`src/rtl/cache_pkg.sv`:
```
// Shared cache replacement types: way/PLRU widths, controller FSM states and request ops.
package cache_pkg;

  localparam int NUM_WAYS = 4;

  typedef logic [1:0] way_t;
  typedef logic [2:0] plru_t;

  typedef enum logic [1:0] {
    INIT   = 2'd0,
    IDLE   = 2'd1,
    LOOKUP = 2'd2,
    RESP   = 2'd3
  } state_t;

  typedef enum logic {
    TOUCH = 1'b0,
    ALLOC = 1'b1
  } op_t;

endpackage

```
`src/rtl/way_victim_ctrl_if.sv`:
```
// Request/response bus between the tag-compare stage, the miss handler and way_victim_ctrl.
interface way_victim_ctrl_if #(
  parameter int SET_BITS = 6
);
  import cache_pkg::*;

  logic                req_valid;
  logic                req_ready;
  op_t                 req_op;
  logic [SET_BITS-1:0] req_set;
  way_t                req_way;
  logic [NUM_WAYS-1:0] req_vbits;
  logic                rsp_valid;
  logic                rsp_ready;
  way_t                rsp_way;
  logic                rsp_evict;

  modport master (
    output req_valid, req_op, req_set, req_way, req_vbits, rsp_ready,
    input  req_ready, rsp_valid, rsp_way, rsp_evict
  );

  modport slave (
    input  req_valid, req_op, req_set, req_way, req_vbits, rsp_ready,
    output req_ready, rsp_valid, rsp_way, rsp_evict
  );

endinterface

```
`src/rtl/plru_tree.sv`:
```
// Combinational 4-way tree-PLRU: victim selection and state update for an accessed way.
// Build option PLRU_INVALID_FIRST_EN: prefer the lowest-indexed invalid way as victim.
module plru_tree
  import cache_pkg::*;
(
  input  plru_t               bits,
  input  way_t                access_way,
  input  logic [NUM_WAYS-1:0] vbits,
  output way_t                victim,
  output plru_t               next_bits
);

  way_t plru_victim;

  // bits = {b2, b1, b0}: b0 picks the pair, b1/b2 pick the way within it
  always_comb begin
    plru_victim = bits[0] ? {1'b1, bits[2]} : {1'b0, bits[1]};
  end

`ifdef PLRU_INVALID_FIRST_EN
  always_comb begin
    victim = plru_victim;
    for (int i = NUM_WAYS - 1; i >= 0; i--) begin
      if (!vbits[i]) begin
        victim = way_t'(i);
      end
    end
  end
`else
  logic unused_vbits;
  assign unused_vbits = ^vbits;
  assign victim       = plru_victim;
`endif

  // Point the tree away from the accessed way
  always_comb begin
    next_bits = bits;
    case (access_way)
      2'd0: begin next_bits[0] = 1'b1; next_bits[1] = 1'b1; end
      2'd1: begin next_bits[0] = 1'b1; next_bits[1] = 1'b0; end
      2'd2: begin next_bits[0] = 1'b0; next_bits[2] = 1'b1; end
      2'd3: begin next_bits[0] = 1'b0; next_bits[2] = 1'b0; end
      default: next_bits = bits;
    endcase
  end

endmodule

```
`src/rtl/way_victim_ctrl.sv`:
```
// Per-set tree-PLRU replacement controller: touch on hit, victim choice on allocate.
// Build option PLRU_INVALID_FIRST_EN (handled inside plru_tree).
module way_victim_ctrl
  import cache_pkg::*;
#(
  parameter int SET_BITS = 6
) (
  input  logic             ACLK,
  input  logic             ARESETn,
  output logic             init_done,
  way_victim_ctrl_if.slave bus
);

  localparam logic [SET_BITS-1:0] SWEEP_LAST = '1;

  state_t              state_reg, state_next;
  logic [SET_BITS-1:0] sweep_cnt_reg;
  logic                init_done_reg;
  op_t                 op_reg;
  logic [SET_BITS-1:0] set_reg;
  way_t                way_reg;
  logic [NUM_WAYS-1:0] vbits_reg;
  way_t                rsp_way_reg;
  logic                rsp_evict_reg;

  plru_t               plru_mem [2**SET_BITS];
  plru_t               cur_bits;
  plru_t               next_bits;
  way_t                victim;
  way_t                access_way;
  logic                mem_we;
  logic [SET_BITS-1:0] mem_addr;
  plru_t               mem_wdata;
  logic                req_fire;

  assign cur_bits   = plru_mem[set_reg];
  assign access_way = (op_reg == ALLOC) ? victim : way_reg;
  assign mem_addr   = (state_reg == INIT) ? sweep_cnt_reg : set_reg;
  assign mem_wdata  = (state_reg == INIT) ? plru_t'(0) : next_bits;
  assign req_fire   = (state_reg == IDLE) && bus.req_valid;

  plru_tree u_plru_tree (
    .bits       (cur_bits),
    .access_way (access_way),
    .vbits      (vbits_reg),
    .victim     (victim),
    .next_bits  (next_bits)
  );

  always_ff @(posedge ACLK) begin
    if (!ARESETn) begin
      state_reg <= INIT;
    end else begin
      state_reg <= state_next;
    end
  end

  always_comb begin
    state_next    = state_reg;
    mem_we        = 1'b0;
    bus.req_ready = 1'b0;
    bus.rsp_valid = 1'b0;
    case (state_reg)
      INIT: begin
        mem_we = 1'b1;
        if (sweep_cnt_reg == SWEEP_LAST) begin
          state_next = IDLE;
        end
      end
      IDLE: begin
        bus.req_ready = 1'b1;
        if (bus.req_valid) begin
          state_next = LOOKUP;
        end
      end
      LOOKUP: begin
        // The write lands before IDLE, so a following request sees fresh bits
        mem_we     = 1'b1;
        state_next = (op_reg == ALLOC) ? RESP : IDLE;
      end
      RESP: begin
        bus.rsp_valid = 1'b1;
        if (bus.rsp_ready) begin
          state_next = IDLE;
        end
      end
      default: state_next = INIT;
    endcase
  end

  always_ff @(posedge ACLK) begin
    if (!ARESETn) begin
      sweep_cnt_reg <= '0;
      init_done_reg <= 1'b0;
      op_reg        <= TOUCH;
      set_reg       <= '0;
      way_reg       <= '0;
      vbits_reg     <= '0;
      rsp_way_reg   <= '0;
      rsp_evict_reg <= 1'b0;
    end else begin
      if (state_reg == INIT) begin
        sweep_cnt_reg <= sweep_cnt_reg + SET_BITS'(1);
        if (sweep_cnt_reg == SWEEP_LAST) begin
          init_done_reg <= 1'b1;
        end
      end
      if (req_fire) begin
        op_reg    <= bus.req_op;
        set_reg   <= bus.req_set;
        way_reg   <= bus.req_way;
        vbits_reg <= bus.req_vbits;
      end
      if (state_reg == LOOKUP && op_reg == ALLOC) begin
        rsp_way_reg   <= victim;
        rsp_evict_reg <= vbits_reg[victim];
      end
    end
  end

  always_ff @(posedge ACLK) begin
    if (ARESETn && mem_we) begin
      plru_mem[mem_addr] <= mem_wdata;
    end
  end

  assign init_done     = init_done_reg;
  assign bus.rsp_way   = rsp_way_reg;
  assign bus.rsp_evict = rsp_evict_reg;

endmodule

```
`src/flat_wrapper.sv`:
```
// flat-port wrapper written by rule: the top's interface ports become plain ports
module way_victim_ctrl_flat import cache_pkg::*;
#(
  parameter int SET_BITS = 6
)
  (ACLK, ARESETn, init_done, bus_req_valid, bus_req_op, bus_req_set, bus_req_way, bus_req_vbits, bus_rsp_ready, bus_req_ready, bus_rsp_valid, bus_rsp_way, bus_rsp_evict);
  way_victim_ctrl_if #(.SET_BITS(SET_BITS)) bus_i ();
  input  logic ACLK;
  input  logic ARESETn;
  output logic init_done;
  input wire logic [$bits(bus_i.req_valid)-1:0] bus_req_valid;
  input wire logic [$bits(bus_i.req_op)-1:0] bus_req_op;
  input wire logic [$bits(bus_i.req_set)-1:0] bus_req_set;
  input wire logic [$bits(bus_i.req_way)-1:0] bus_req_way;
  input wire logic [$bits(bus_i.req_vbits)-1:0] bus_req_vbits;
  input wire logic [$bits(bus_i.rsp_ready)-1:0] bus_rsp_ready;
  output wire logic [$bits(bus_i.req_ready)-1:0] bus_req_ready;
  output wire logic [$bits(bus_i.rsp_valid)-1:0] bus_rsp_valid;
  output wire logic [$bits(bus_i.rsp_way)-1:0] bus_rsp_way;
  output wire logic [$bits(bus_i.rsp_evict)-1:0] bus_rsp_evict;
  assign bus_i.req_valid = bus_req_valid;
  assign bus_i.req_op = bus_req_op;
  assign bus_i.req_set = bus_req_set;
  assign bus_i.req_way = bus_req_way;
  assign bus_i.req_vbits = bus_req_vbits;
  assign bus_i.rsp_ready = bus_rsp_ready;
  assign bus_req_ready = bus_i.req_ready;
  assign bus_rsp_valid = bus_i.rsp_valid;
  assign bus_rsp_way = bus_i.rsp_way;
  assign bus_rsp_evict = bus_i.rsp_evict;
  way_victim_ctrl #(.SET_BITS(SET_BITS)) u_core (.ACLK(ACLK), .ARESETn(ARESETn), .init_done(init_done), .bus(bus_i));
endmodule
```
`config.mk`:
```
export PLATFORM = sky130hd
export DESIGN_NAME = way_victim_ctrl_flat
export DESIGN_NICKNAME = d
export VERILOG_FILES = /design/src/rtl/cache_pkg.sv /design/src/rtl/way_victim_ctrl_if.sv /design/src/rtl/plru_tree.sv /design/src/rtl/way_victim_ctrl.sv /design/src/flat_wrapper.sv
export SDC_FILE = /design/constraint.sdc
export NUM_CORES = 1
export LEC_CHECK = 0
export BUFFER_PORTS_ARGS = -buffer_cell sky130_fd_sc_hd__buf_2
export CAP_MARGIN = 10
export CORE_MARGIN = 1
export CORE_UTILIZATION = 56
export CTS_CLUSTER_SIZE = 16
export DETAILED_ROUTE_END_ITERATION = 8
export PLACE_DENSITY = 0.85
export SYNTH_ARGS = -nofsm -noshare
export SYNTH_HDL_FRONTEND = slang
export SYNTH_SLANG_ARGS = --single-unit
```
`constraint.sdc`:
```
create_clock -name ACLK -period 4.5 [get_ports ACLK]
set_input_delay 0.225 -clock ACLK [delete_from_list [all_inputs] [get_ports ACLK]]
set_output_delay 0.225 -clock ACLK [all_outputs]
set_load 0.02 [all_outputs]
```
==> run metrics <==
initial antenna violation count=0; final wirelength=20300 microns; Syn Inst Count=599; Seq pwr share=48.8%; CP max stage cell=dfxtp_2; Worst Hold Class=input port to flop; share of cells above drive strength 1=17.8%; GR Overflow Total=0; ANT cells=0; Cell Int Power=0.00374 W; skew final=0.0188 ns; 1st-iter DRT viols=585; commonest non-fill, non-tap cell in the layout=edfxtp_1; H-Tree Level Count=1; max incr delay on CP=0.86 ns; DIE AREA=0.0172 sq mm; hold_ws=0.00739 ns; DRC=0; PwrDens=446 mW/mm^2; Placed Cells=821; fin cells=872; Max-Cap Viols=0; CTS tree=done; CP most frequent cell=buf_4; clock-pin slew on the worst setup and hold paths=0.06 ns; Seq cells post-synth=223; syn_nets=622; Final setup viols=0; Die Wd=131 microns; Syn Area/Cell=15.6 sq um; drt pass-1 iters=5; Buf/Inv on CP=2; type of origin of the critical path=flop; # rows=46; post-CTS resize count=0; CTS Hold Buffers Added=7; Final period util=85.6%; Worst VDD drop=0.326 mV; number of synthesized flops with an enable pin=192; core footprint=0.0161 sq mm; clock sinks=223; Initial Util=58.0%; Post-synth ARST share=0%; # fillers=1089; number of global-route vias before repair=5583; CP arrival=4.08 ns; worst slew pin tran=1.07 ns; max reg flops=192; maximum clock rate=0.260 GHz; Worst Path Required=4.73 ns; post-CTS setup buffers=0; status=finished clean; Comb power frac=5.8%; area grow syn2layout=13.9%; crit-path leading delay family=buffers and inverters; CP Class=flop to flop; switching share of power=21.1%; Final Power=0.00475 W; antenna-violating nets left=0; CP Max Fanout=64; register area share after synthesis=68.3%; final setup TNS=0 ns; pin count of the biggest net entering global routing=65; nets=661; Pins Over Slew Limit=0; slew margin rel.=28.8%; dpl hpwl=12800 microns; area post-placement=0.00970 sq mm; fin crit period=3.85 ns; clock network power share=45.5%; first-pass GRT wire length=31300 microns; Warnings, synthesis=0; Max clock buf depth=3; Setup crit end kind=flop; CTS Buf Count=24; Critical Path, Cell by Cell=buf_4, mux4_1, o221ai_1, o21ai_0, o2111ai_2, a31oi_1, or2_1, a21oi_4, buf_4; switching power total=0.00100 W; I/O pin count=23; via count=5524; Pleak=3.45 nW; RSZ-0062 raised after global routing=false; Synth Cell Area=0.00935 sq mm; count of cell types in the netlist=62; Clock Latency Late Sink=0.52 ns; Main synth FF type=edfxtp_1; DR WL/cell=23.2 microns; gpl congestion=0.869; Hold Fails Final Rpt=0; IO Port Bufs=22; commonest cells after routing, fill and taps aside=edfxtp_1, nor2_1, nand2_1; GR Util All Layers=24.0%; Die Ht=131 microns; Root Driver=clkbuf_16; Via density=6.33; design area=0.0107 sq mm
cells by family after synthesis:
family	after synthesis	synth area share, %
flip-flops	223	68.3
XOR/XNOR	4	0.375
adder cells (fa/ha/maj)	6	0.803
AO/OA/AOI/OAI	66	5.27
AND/OR/NAND/NOR	190	9.24
buffers and inverters	40	2.13
multiplexers	70	13.9
layer usage:
| layer | wire length [microns] | global-route usage (%) | up-vias |
|---|---|---|---|
| met2 | 10000 | 39.7 | 329 |
| met4 | 664 | 8.69 | 0 |
| met5 | 0 | 0 | - |
| met3 | 1810 | 3.90 | 57 |
| met1 | 7750 | 32.3 | 2745 |
| li1 | - | - | 2393 |
cells in the mapped netlist, types with 2 or more instances:
| library cell | count | area share, % |
|---|---|---|
| edfxtp_1 | 192 | 62 |
| nor2_1 | 77 | 3.1 |
| nand2_1 | 58 | 2.3 |
| dfxtp_1 | 31 | 6.6 |
| mux4_2 | 27 | 6.5 |
| mux2i_1 | 20 | 2.1 |
| a21boi_0 | 15 | 1.2 |
| mux4_1 | 15 | 4.2 |
| clkbuf_1 | 12 | 0.48 |
| inv_1 | 12 | 0.48 |
| nand3_1 | 11 | 0.59 |
| nor2b_1 | 11 | 0.74 |
| and2_1 | 8 | 0.54 |
| buf_2 | 8 | 0.43 |
| mux2_2 | 7 | 0.84 |
| a21oi_1 | 6 | 0.32 |
| a22oi_1 | 6 | 0.48 |
| ha_1 | 6 | 0.80 |
| nand2b_1 | 6 | 0.40 |
| o21ai_0 | 5 | 0.27 |
| a31oi_1 | 4 | 0.27 |
| and3_1 | 3 | 0.20 |
| buf_4 | 3 | 0.24 |
| nor3b_1 | 3 | 0.24 |
| o221ai_1 | 3 | 0.28 |
| o22ai_1 | 3 | 0.20 |
| o32ai_1 | 3 | 0.28 |
| xnor2_1 | 3 | 0.28 |
| a211oi_1 | 2 | 0.16 |
| a21o_1 | 2 | 0.16 |
| buf_6 | 2 | 0.24 |
| nand4_1 | 2 | 0.13 |
| nand4b_1 | 2 | 0.19 |
| o211ai_1 | 2 | 0.16 |
| or3_1 | 2 | 0.13 |
worst register-to-register path: stages (launching register included):
cell	delay, ns
dfxtp_2	0.86
buf_4	0.39
mux4_1	0.59
o221ai_1	0.21
o21ai_0	0.16
o2111ai_2	0.16
a31oi_1	0.19
or2_1	0.30
a21oi_4	0.14
buf_4	0.53
stage by stage:
stage	setup WS, ns	util [%]
after floorplan	0.0872	-
after global placement	0.871	60.2
after detailed placement	0.714	60.2
after CTS	0.646	66.1
after global routing	0.427	66.1
final	0.650	66.1
final timing paths:
kind                                    startpoint                               end  cells after the start  slack [ns]
hold reg to reg   u_core.vbits_reg[1]$_SDFFE_PN0P_  u_core.vbits_reg[1]$_SDFFE_PN0P_                      2        0.47
setup reg to reg                              flop   u_core.plru_mem[6][2]$_DFFE_PP_                      9        0.65
setup / recovery                              flop   u_core.plru_mem[6][2]$_DFFE_PP_                      9        0.65
hold / removal                      bus_req_set[5]                              flop                      3       0.007
power groups by stage:
stage | Sequential (W) | Clock, W | Combinational, W
after CTS | 0.00231 | 0.00217 | 0.000272
final | 0.00231 | 0.00216 | 0.000275
after global routing | 0.00232 | 0.00225 | 0.000296
after global placement | 0.00236 | 0 | 0.000252
after floorplan | 0.00234 | 0 | 0.000186
after detailed placement | 0.00236 | 0 | 0.000265
layout make-up:
class	instances	area [sq um]	share of cell area (%)
flip-flops and latches	223	6390	60.0
multi-input cells	336	2780	26.1
clock buffers	27	633	5.94
repair buffers	41	283	2.65
well taps	216	270	2.54
clock inverters	17	250	2.35
inverters	12	45.0	0.423
Note: power is estimated with default switching activity, not from simulation.
